## config.mk

```make
export PLATFORM = sky130hd
export DESIGN_NAME = mac
export DESIGN_NICKNAME = d
export VERILOG_FILES = /design/src/rtl/mac_pkg.sv /design/src/rtl/mac_sat.sv /design/src/rtl/mac.sv
export SDC_FILE = /design/constraint.sdc
export NUM_CORES = 1
export LEC_CHECK = 0
export CAP_MARGIN = 20
export CORE_MARGIN = 3
export CORE_UTILIZATION = 50
export CTS_CLUSTER_DIAMETER = 30
export CTS_CLUSTER_SIZE = 20
export DETAILED_ROUTE_END_ITERATION = 12
export GPL_ROUTABILITY_DRIVEN = 0
export PLACE_DENSITY_LB_ADDON = 0.25
export SETUP_SLACK_MARGIN = 0.5
export SLEW_MARGIN = 30
export SYNTH_ARGS = -nofsm -noshare
export SYNTH_HDL_FRONTEND = slang
export SYNTH_SLANG_ARGS = --single-unit
```

## constraint.sdc

```tcl
create_clock -name clk -period 3.8 [get_ports clk]
set_input_delay 0.76 -clock clk [delete_from_list [all_inputs] [get_ports clk]]
set_output_delay 0.76 -clock clk [all_outputs]
set_load 0.02 [all_outputs]
```

## src/rtl/mac_pkg.sv

```systemverilog
// Shared constants and fixed-point types for the MAC datapath.
// Operands and result are Q4.12, products Q8.24, accumulator Q16.24.
package mac_pkg;

    localparam int A_W    = 16;
    localparam int FRAC_W = 12;
    localparam int ACC_W  = 40;

    typedef logic signed [A_W-1:0]   operand_t;
    typedef logic signed [2*A_W-1:0] product_t;
    typedef logic signed [ACC_W-1:0] acc_t;

endpackage

```

## src/rtl/mac_sat.sv

```systemverilog
// Reduces the Q16.24 accumulator to a Q4.12 result: floor shift by FRAC_W, then
// saturate (MAC_SAT_EN defined) or keep the low A_W bits (default build).
module mac_sat
    import mac_pkg::*;
#(
    parameter int A_W    = mac_pkg::A_W,
    parameter int FRAC_W = mac_pkg::FRAC_W,
    parameter int ACC_W  = mac_pkg::ACC_W
) (
    input  logic signed [ACC_W-1:0] acc,
    output logic signed [A_W-1:0]   out
);

    logic signed [ACC_W-1:0] shifted;

    // Arithmetic shift, so negative sums round toward minus infinity.
    assign shifted = acc >>> FRAC_W;

`ifdef MAC_SAT_EN
    localparam logic signed [ACC_W-1:0] MAX_V = {{(ACC_W-A_W+1){1'b0}}, {(A_W-1){1'b1}}};
    localparam logic signed [ACC_W-1:0] MIN_V = {{(ACC_W-A_W+1){1'b1}}, {(A_W-1){1'b0}}};

    // NOTE: every path starts from a default so no latch is inferred.
    always_comb begin
        out = shifted[A_W-1:0];
        if (shifted > MAX_V) begin
            out = {1'b0, {(A_W-1){1'b1}}};
        end else if (shifted < MIN_V) begin
            out = {1'b1, {(A_W-1){1'b0}}};
        end
    end
`else
    logic unused_shift_hi;

    assign out             = shifted[A_W-1:0];
    assign unused_shift_hi = ^shifted[ACC_W-1:A_W];
`endif

endmodule

```

## src/rtl/mac.sv

```systemverilog
// Two-stage signed multiply-accumulate: registered Q8.24 product, then a
// free-running wrapping Q16.24 accumulator. Output reduction lives in mac_sat.
module mac
    import mac_pkg::*;
#(
    parameter int A_W    = mac_pkg::A_W,
    parameter int FRAC_W = mac_pkg::FRAC_W,
    parameter int ACC_W  = mac_pkg::ACC_W
) (
    input  logic                  clk,
    input  logic                  rst_n,
    input  logic signed [A_W-1:0] a,
    input  logic signed [A_W-1:0] b,
    output logic signed [A_W-1:0] out
);

    localparam int P_W = 2 * A_W;

    logic signed [P_W-1:0]   a_ext;
    logic signed [P_W-1:0]   b_ext;
    logic signed [P_W-1:0]   prod_d;
    logic signed [P_W-1:0]   prod_q;
    logic signed [ACC_W-1:0] acc_d;
    logic signed [ACC_W-1:0] acc_q;

    // Widen before multiplying so the full 2*A_W-bit product is kept.
    always_comb begin
        a_ext  = {{A_W{a[A_W-1]}}, a};
        b_ext  = {{A_W{b[A_W-1]}}, b};
        prod_d = a_ext * b_ext;
        acc_d  = acc_q + {{(ACC_W-P_W){prod_q[P_W-1]}}, prod_q};
    end

    // NOTE: state uses non-blocking assignments; reset clears both stages so
    // the first edge after release adds the zeroed product.
    always_ff @(posedge clk or negedge rst_n) begin
        if (!rst_n) begin
            prod_q <= '0;
            acc_q  <= '0;
        end else begin
            prod_q <= prod_d;
            acc_q  <= acc_d;
        end
    end

    mac_sat #(
        .A_W    (A_W),
        .FRAC_W (FRAC_W),
        .ACC_W  (ACC_W)
    ) u_sat (
        .acc (acc_q),
        .out (out)
    );

endmodule

```

# [Yosys cells after proc, flatten, opt, wreduce, memory -nomap -nowiden]
# Cells that the tools add are included.
[totals] register_bits=72 input_bits=34 output_inout_bits=16 wordCells=4
[classes] add_sub_neg=1 n_mul=1
[ops] cell="40-bit adder" n=1
[ops] cell="16-bit by 16-bit multiplier with 32-bit output" n=1

# [Longest topological paths before layout]
[logic_depth] depth_word=1 mapped_depth=21

# [Modules after synthesis]
# From an unflattened synthesis, not the netlist that was laid out.
[hier_totals] hier_cells=1452 hier_area_um2=13743.2
[modules_own_cells] mod="mac" seq_area_each_um2=1801.7 cells_each=1436 area_each_um2=13623.1 instances=1
[modules_own_cells] mod="mac_sat" seq_area_each_um2=0.0 cells_each=16 area_each_um2=120.1 instances=1

# [Worst setup path before layout]
# Ideal clock, no wire load.
[synth_timing] path_kind="input -> register" startpoint="input b[1]" endpoint="register prod_q[27]" setup_ns=0.127 slack_ns=-2.406 required_time_ns=3.673 path_buffers=1 arrival_ns=6.079 path_stages=18 path_cell_list="clkbuf_1 > nand2_1 > fa_1 > fa_1 > fa_1 > inv_1 > fa_1 > fa_1 > inv_1 > fa_1 > inv_1 > ha_1 > a211o_1 > o41ai_1 > o21bai_1 > a31oi_1 > o21ai_0 > xnor2_1"
[synth_between] elab_chain_cells=1
[synth_lines] item="start: declaration" line="mac.sv:13" source="input logic signed [A_W-1:0] b,"
[synth_lines] item="16-bit by 16-bit multiplier with 32-bit output" line="mac.sv:30" source="prod_d = a_ext * b_ext;"
[synth_lines] item="named net prod_d[27]" line="mac.sv:21" source="logic signed [P_W-1:0] prod_d;"
[synth_lines] item="end signal: assignment" line="mac.sv:41" source="prod_q <= prod_d;"
[synth_lines] item="end: declaration" line="mac.sv:22" source="logic signed [P_W-1:0] prod_q;"
# The timed path passes the listed nets, and every way through them passes these cells.

# [Worst setup path after layout]
[layout_timing] startpoint="input a[7]" endpoint="register prod_q[25]"
[layout_between] elab_chain_cells=1
[layout_lines] item="start: declaration" line="mac.sv:12" source="input logic signed [A_W-1:0] a,"
[layout_lines] item="16-bit by 16-bit multiplier with 32-bit output" line="mac.sv:30"
[layout_lines] item="named net prod_d[25]" line="mac.sv:21"
# The timed path passes the listed nets, and every way through them passes these cells.

==> results.json <==
{
  "die_area_sq_um": 25600,
  "cp.arrival_ns": 5.77,
  "fin_crit_ns": 5.59,
  "clockBufferDepth": 2,
  "diodes": 0,
  "multi_input_area_sq_um": 10000,
  "grt_max_degree": 34,
  "cts_sinks": 56,
  "cp_max_fo": 4,
  "coreArea_sq_um": 23000,
  "drt_iter0_drc": 497,
  "drtPass1Iterations": 5,
  "synth_async_sr_flop_share_pct": 100,
  "cp.required_ns": 3.98,
  "yosys_warnings": 0,
  "htree_levels": 2,
  "layout.area.seq_sq_um": 1400,
  "drv_slew": 0,
  "drc": 0,
  "tightest_slew_ns": 0.701,
  "n_fill_cell": 1723,
  "synth_common_cells": "inv_1, fa_1, nand2_1",
  "rr_worst_depth": 10,
  "ys_top_cells_by_area": "fa_1, dfrtp_1, ha_1",
  "clk_latency_ns": 0.30,
  "finClkSkew_ns": 0.00723,
  "ys_ff_latch": 56,
  "area_growth_pct": 30.4,
  "layout.nets": 1866,
  "cts_buffers": 5,
  "ctsHoldBuffers": 0,
  "fin_ws_ns": -1.79,
  "cts.clk_slew.worst_paths_ns": 0.07,
  "slowest_stage": "fa_1",
  "pin_count": 50,
  "viasPerCell": 5.08,
  "layout-drive-gt1-share_pct": 30.5,
  "final_area_sq_um": 15500,
  "setup_viol": 22,
  "max_freq_mhz": 179,
  "synth_largest_area_cell": "fa_1",
  "synth_edf_count": 0,
  "crit_path_end_kind": "flop",
  "portBuffers": 49,
  "yosys.cell_count.top_type": "inv_1",
  "critical_path_buf_inv_count": 6,
  "violations": "setup timing",
  "hpwl_um": 23500,
  "rsz0062_at_grt": "true",
  "ys_types": 51,
  "synth_nets": 1650,
  "cpMostUsedCell": "fa_1",
  "wl_per_cell_um": 16.1,
  "finalCritPeriodShare_pct": 147,
  "synth.top_cell.area_share_pct": 38.8,
  "cp-start-kind": "primary input",
  "hp-class": "reg -> reg",
  "overflow": 0,
  "place_area_sq_um": 14000,
  "grt_pass1_wl_um": 49400,
  "cts_tree": "built",
  "syn_avg_cell_area_sq_um": 9.25,
  "mappedNetlistArea_sq_um": 11900,
  "grt_usage_pct": 23.7,
  "cpPeakStageDelay_ns": 0.53,
  "drt-total-wl_um": 29200,
  "crit_chain": "buf_8, and2_4, fa_1, inv_1, fa_1, fa_1, inv_2, fa_1, fa_1, inv_1, fa_1, inv_2, ha_4, a211o_1, o41ai_4, o21bai_2, buf_4, a31oi_4, o21bai_1, xor2_1",
  "ys_seq_area_share_pct": 11.8,
  "rows": 55,
  "max-cap-violations": 0,
  "hold_path_depth": 1,
  "fp.dieH_um": 160,
  "synth_ff_type": "dfrtp_1",
  "vias": 9201,
  "antenna_left": 0,
  "crit_family": "adder cells",
  "finalHoldViolCount": 0,
  "cts-root-buf": "clkbuf_16",
  "worst-path-stages": 20,
  "antenna_found_initial": 0,
  "crit_type": "in -> reg",
  "die_w_um": 160,
  "slew_headroom_pct": 53.3,
  "start_util_pct": 51.6,
  "synthCells": 1282,
  "status": "finished, violations left",
  "grt_pass1_vias": 10200
}
final cells by class:
| type | instances | share of cell area [%] |
|---|---|---|
| multi-input cells | 883 | 65.0 |
| clock inverters | 3 | 0.178 |
| clock buffers | 5 | 0.809 |
| repair buffers | 261 | 15.4 |
| inverters | 291 | 7.07 |
| well taps | 313 | 2.53 |
| flip-flops and latches | 56 | 9.07 |
kinds of logic (layout without fill, tap and decap cells):
family / count (synthesis) / after routing / synth area share [%]
buf+inv: 343 / 560 / 11.4
flops: 56 / 56 / 11.8
fa+ha+maj: 334 / 334 / 49.8
compound gates: 143 / 143 / 8.03
simple gates: 342 / 342 / 14.2
xor+xnor: 64 / 64 / 4.73
flip-flops by register name, summed over array words and instances (netlist names):
register / flops
acc_q: 28
prod_q: 28
timing repair:
action,4_1_cts,5_1_grt
gates resized for setup,339,60
endpoints found under the setup margin,24,24
cloned,2,0
setup buffers,46,7
pin swaps,139,42
path summary, 6_finish.rpt:
kind / start / endpoint / slack, ns
max: a[7] / prod_q[25] / -1.79
min in group asynchronous: rst_n / acc_q[12] / 0.50
max reg2reg: acc_q[0] / acc_q[16] / 1.20
min reg2reg: prod_q[0] / acc_q[0] / 0.48
max in group asynchronous: rst_n / acc_q[4] / 2.53
min: prod_q[0] / acc_q[0] / 0.48
metrics by stage:
stage,TNS (ns),hold slack (ns),instances,util (%),setup WS (ns)
global placement,-48.49,0.451,1749,60.9,-2.66
detailed placement,-49.64,0.475,1749,60.9,-2.76
global route,-34.01,0.524,1812,67.3,-1.94
CTS,-29.66,0.492,1805,66.1,-1.76
finish,-31.01,0.483,1812,67.3,-1.79
floorplan,-30.31,0.443,1282,-,-1.92
metal layers:
layer / wire length (um) / global-route usage (%) / up-vias
li1: - / - / 4298
met3: 1660 / 3.58 / 54
met1: 12800 / 32.1 / 4593
met4: 641 / 5.76 / 0
met5: 0 / 0 / -
met2: 14100 / 40.2 / 256
placed cells by master (no fill, tap or decap), types with 4 or more instances in the layout:
| cell | instances |
|---|---|
| inv_1 | 251 |
| fa_1 | 216 |
| buf_4 | 137 |
| nand2_1 | 125 |
| and2_1 | 89 |
| buf_6 | 81 |
| ha_1 | 71 |
| dfrtp_1 | 56 |
| xnor2_1 | 43 |
| inv_2 | 40 |
| a21oi_1 | 31 |
| and2_4 | 30 |
| ha_4 | 28 |
| nor2_1 | 25 |
| nand2_2 | 20 |
| o21ai_0 | 19 |
| clkdlybuf4s50_1 | 17 |
| a21o_1 | 15 |
| xor2_1 | 14 |
| fa_2 | 14 |
| a21oi_2 | 12 |
| buf_2 | 11 |
| xnor2_2 | 7 |
| o21bai_1 | 7 |
| nand2b_1 | 6 |
| nor2_2 | 5 |
| a211oi_1 | 5 |
| nand4_1 | 5 |
| ha_2 | 5 |
| clkbuf_16 | 5 |
| buf_12 | 5 |
| o21ai_2 | 4 |
| o211ai_1 | 4 |
| a21oi_4 | 4 |
| nand3_1 | 4 |
| nor3_1 | 4 |
| buf_8 | 4 |
Power is left out: the tool's default activity adds up to more than one toggle a clock period on the data nets, which glitch-free logic cannot reach.
